--- src/rtl/phy_pkg.sv ---
// Shared PHY link definitions: symbol geometry, idle/comma symbol and TX FSM encoding.
package phy_pkg;
  localparam int SYM_W     = 8;
  localparam int BIT_CNT_W = 3;

  localparam logic [SYM_W-1:0] IDLE_SYM = 8'hBC;

  typedef enum logic {
    TX_INIT   = 1'b0,
    TX_ACTIVE = 1'b1
  } tx_state_t;
endpackage

--- src/rtl/par_to_serial_tx.sv ---
// Parallel-to-serial PHY transmitter: 8b symbols out MSB first at 32f, BC start-up train, idle fill.
// Optional macro TX_BC_GUARD_EN flags accepted data bytes that collide with the idle symbol.
module par_to_serial_tx #(
  parameter int                          N_BC_INIT = 8,
  parameter logic [phy_pkg::SYM_W-1:0]   IDLE_SYM  = phy_pkg::IDLE_SYM
) (
  input  logic                        clk_32f,
  input  logic                        reset_L,
  input  logic [phy_pkg::SYM_W-1:0]   data_in,
  input  logic                        valid_in,
  output logic                        ready_out,
  output logic                        data_out,
  output logic                        active,
  output logic                        bc_err
);
  import phy_pkg::*;

  localparam int BC_CNT_W = $clog2(N_BC_INIT + 1);

  logic [BIT_CNT_W-1:0] bit_cnt;
  logic [SYM_W-1:0]     shift_reg;
  logic [SYM_W-1:0]     next_sym;
  logic [BC_CNT_W-1:0]  bc_cnt;
  tx_state_t            state, state_nxt;
  logic                 load;
  logic                 last_bc;

  assign load     = (bit_cnt == BIT_CNT_W'(SYM_W - 1));
  assign last_bc  = (bc_cnt == BC_CNT_W'(N_BC_INIT - 1));
  assign data_out = shift_reg[SYM_W-1];

  // FSM state register
  always_ff @(posedge clk_32f or negedge reset_L) begin
    if (!reset_L) state <= TX_INIT;
    else          state <= state_nxt;
  end

  // next state, handshake and symbol selection
  always_comb begin
    state_nxt = state;
    next_sym  = IDLE_SYM;
    ready_out = 1'b0;
    case (state)
      TX_INIT: begin
        if (load && last_bc) state_nxt = TX_ACTIVE;
      end
      TX_ACTIVE: begin
        ready_out = load;
        if (load && valid_in) next_sym = data_in;
      end
      default: state_nxt = TX_INIT;
    endcase
  end

  always_ff @(posedge clk_32f or negedge reset_L) begin
    if (!reset_L) begin
      bit_cnt   <= '0;
      shift_reg <= '0;
      bc_cnt    <= '0;
      active    <= 1'b0;
    end else begin
      bit_cnt   <= bit_cnt + BIT_CNT_W'(1);
      shift_reg <= load ? next_sym : {shift_reg[SYM_W-2:0], 1'b0};
      if (load && state == TX_INIT) bc_cnt <= bc_cnt + BC_CNT_W'(1);
      // sticky until reset; rises on the edge that loads the last train symbol
      if (state_nxt == TX_ACTIVE) active <= 1'b1;
    end
  end

`ifdef TX_BC_GUARD_EN
  logic bc_hit;
  assign bc_hit = (state == TX_ACTIVE) && load && valid_in && (data_in == IDLE_SYM);

  always_ff @(posedge clk_32f or negedge reset_L) begin
    if (!reset_L) bc_err <= 1'b0;
    else          bc_err <= bc_hit;
  end
`else
  assign bc_err = 1'b0;
`endif

endmodule

--- config.mk ---
export PLATFORM = sky130hd
export DESIGN_NAME = par_to_serial_tx
export DESIGN_NICKNAME = d
export VERILOG_FILES = /design/src/rtl/phy_pkg.sv /design/src/rtl/par_to_serial_tx.sv
export SDC_FILE = /design/constraint.sdc
export NUM_CORES = 1
export LEC_CHECK = 0
export ABC_CLOCK_PERIOD_IN_PS = 1850
export CELL_PAD_IN_SITES_DETAIL_PLACEMENT = 0
export CELL_PAD_IN_SITES_GLOBAL_PLACEMENT = 2
export CORE_MARGIN = 1
export CORE_UTILIZATION = 30
export CTS_CLUSTER_DIAMETER = 150
export DETAILED_ROUTE_END_ITERATION = 10
export HOLD_SLACK_MARGIN = 0.15
export PLACE_DENSITY_LB_ADDON = 0.1
export SYNTH_ARGS = -nofsm -noshare
export SYNTH_HDL_FRONTEND = slang
export SYNTH_SLANG_ARGS = --single-unit
--- constraint.sdc ---
create_clock -name clk_32f -period 1.85 [get_ports clk_32f]
set_input_delay 0.37 -clock clk_32f [delete_from_list [all_inputs] [get_ports clk_32f]]
set_output_delay 0.37 -clock clk_32f [all_outputs]
set_load 0.02 [all_outputs]
==> qor.yml <==
status:
  status: "complete, no violations"
critical_path:
  cp_max_fo: 2
  required_ns: 1.48
  worstSetupStartpointType: "register"
  slowest_stage: "dfrtp_1"
  path_class: "reg -> out"
  critPathMostFrequentCell: "ha_1"
  path_cells: "ha_1 -> ha_1 -> and2_1 -> buf_2"
  critPathArrivalTime_ns: 1.35
  end_kind: "output port"
  slowest_delay_ns: 0.39
run:
  drv_cap: 0
yosys:
  syn_nets: 74
  synth_edf_count: 0
  yosysSeqAreaShare_pct: 62.3
  async_reset_ff_share_pct: 100
  synth_cell_types: 19
  synthTopCellsByCount: "17 x dfrtp_1, 11 x nor2_1, 5 x a21oi_1, 5 x nand2_1, 4 x inv_1"
  syn_area_per_cell_um2: 11.4
  synth.most_common_cell: "dfrtp_1"
  netlist_instances: 60
  synth_warnings: 0
  syn_area_um2: 683
  synth-main-ff-cell: "dfrtp_1"
  synthTopCellsByArea: "dfrtp_1 62%, nor2_1 6.0%, ha_1 5.5%"
  yosysTopAreaCellShare_pct: 62.3
  synth_seq_cells: 17
  yosys.area.top_type: "dfrtp_1"
global_routing:
  grt_pass1_wl_mm: 1.92
  gr-usage-all-layers_pct: 10.8
  grt.overflow.total: 0
  antenna_found_initial: 0
  grt_pass1_vias: 454
  grt_max_degree: 18
floorplan:
  fp.dieW_um: 49.7
  io_pins: 15
  rows: 16
  fp.dieArea_mm2: 0.00247
  die_h_um: 49.7
  core_area_mm2: 0.00204
  initial_core_util_pct: 33.5
clocking:
  cts_hold_repair.buffers: 0
  clk_latency_ns: 0.28
  clockBufferDepth: 2
  cts_buffers: 3
  clkSlewWorstSetupHoldPaths_ns: 0.09
  htreeDepth: 1
  cts_tree: "yes"
  cts_sinks: 17
  cts_root_buf: "clkbuf_4"
timing:
  min_period_ns: 1.72
  finalClockSkew_ns: 0.00434
  setup_viol: 0
  period_share_pct: 93.1
  grt_setup_unrepaired: "false"
  whs_ns: 0.399
  timing.fmax_mhz: 580
  fin_tns_setup_ns: 0
  maxSlewViolCount: 0
  final-hold-violation-count: 0
routing:
  wl_per_cell_um: 10.7
  ant_nets: 0
  wl_mm: 1.10
  vias: 433
  dr.pass1.iters: 4
  drc_errors: 0
  viasPerCell: 4.20
  drtIter0Drc: 3
pwr:
  ir_drop_v: 0.000314
  p_per_area_mw_per_mm2: 691
  power_mw: 0.594
  power_leakage_nw: 0.409
placed_design:
  gp_congestion: 0.636
  dp_hpwl_um: 759
  io_buffers: 13
hold_path:
  hold_class: "in -> async"
layout:
  drive_gt1_share_pct: 10.5
  largest_register_ff_count: 8
  syn2layout_area_growth_pct: 25.8
  nNetsFinal: 91
  antennaDiodeCount: 0
worst paths after layout:
kind,startpoint,endpoint,slack (ns),cells past startpoint
min,reset_L,shift_reg[2]$_DFF_PN0_,0.40,2
max in group asynchronous,reset_L,bc_cnt[2]$_DFFE_PN0P_,1.26,2
min reg2reg,bit_cnt[0]$_DFF_PN0_,bit_cnt[0]$_DFF_PN0_,0.43,1
min in group clk_32f,bit_cnt[0]$_DFF_PN0_,bit_cnt[0]$_DFF_PN0_,0.43,1
max,bit_cnt[0]$_DFF_PN0_,ready_out,0.13,4
max reg2reg,bit_cnt[0]$_DFF_PN0_,bc_cnt[1]$_DFFE_PN0P_,0.28,5
layout make-up:
type / count / area [um2]
clock buffers: 4 / 26.3
fillers: 224 / 1180
inverters: 4 / 15.0
multi-input cells: 36 / 219
flip-flops and latches: 17 / 425
well taps: 27 / 33.8
repair buffers: 15 / 140
cell usage in the layout (no fill, tap or decap), drive strengths merged:
cell and n:
conb 1, xor2 1, clkdlybuf4s50 12, nor2 11, and2 1, dfrtp 17
nand2 5, or2 1, o22ai 2, buf 3, a21oi 5, xnor2 2
clkbuf 4, ha 3, a41o 1, mux2 1, and2b 1, nand4 1
inv 4
per-layer routing:
layer / GRT usage (%) / vias up / share of wire (%)
met3: 3.09 / 2 / 4.4
met1: 14.2 / 200 / 53
met2: 15.3 / 9 / 41
li1: - / 222 / -
met5: 0 / - / 0
met4: 7.14 / 0 / 1.2
per-stage QoR:
stage	std cells	cell area, um2	setup WS [ns]	util, %
after floorplan	60	683	0.416	-
after global placement	99	838	0.0669	41.1
after detailed placement	99	838	0.0497	41.1
after CTS	103	866	0.00671	42.4
after global routing	103	860	0.0496	42.1
final	103	860	0.127	42.1
logic make-up (layout without fill, tap and decap cells):
family / count (synthesis) / after routing / share of synthesized area (%)
muxes: 1 / 1 / 2.20
xor gates and xnor gates: 3 / 3 / 3.85
buffers and inverters: 7 / 23 / 5.68
DFF: 17 / 17 / 62.3
AOI/OAI and AO/OA: 8 / 8 / 6.96
other: 1 / 1 / 0.549
and+or+nand+nor: 20 / 20 / 13.0
adders and majority gates: 3 / 3 / 5.50
worst max-delay path: cells and delay by family, from the launching register on:
family	cells	cell delay, ns
flops	1	0.39
simple gates	1	0.15
fa+ha+maj	2	0.39
buf+inv	1	0.15
what timing repair did:
item	CTS	global route
gates cloned	0	0
endpoints found under the setup margin	1	1
gates resized for setup	3	1
pin swaps	0	0
setup buffers	0	0
where the power goes:
group          internal [mW]  switching [mW]  total (mW)
combinational         0.0196          0.0115      0.0311
clock                 0.0836           0.108       0.192
sequential             0.371               0       0.371
total                  0.474           0.120       0.594
Power figures use the tool's default switching activity.
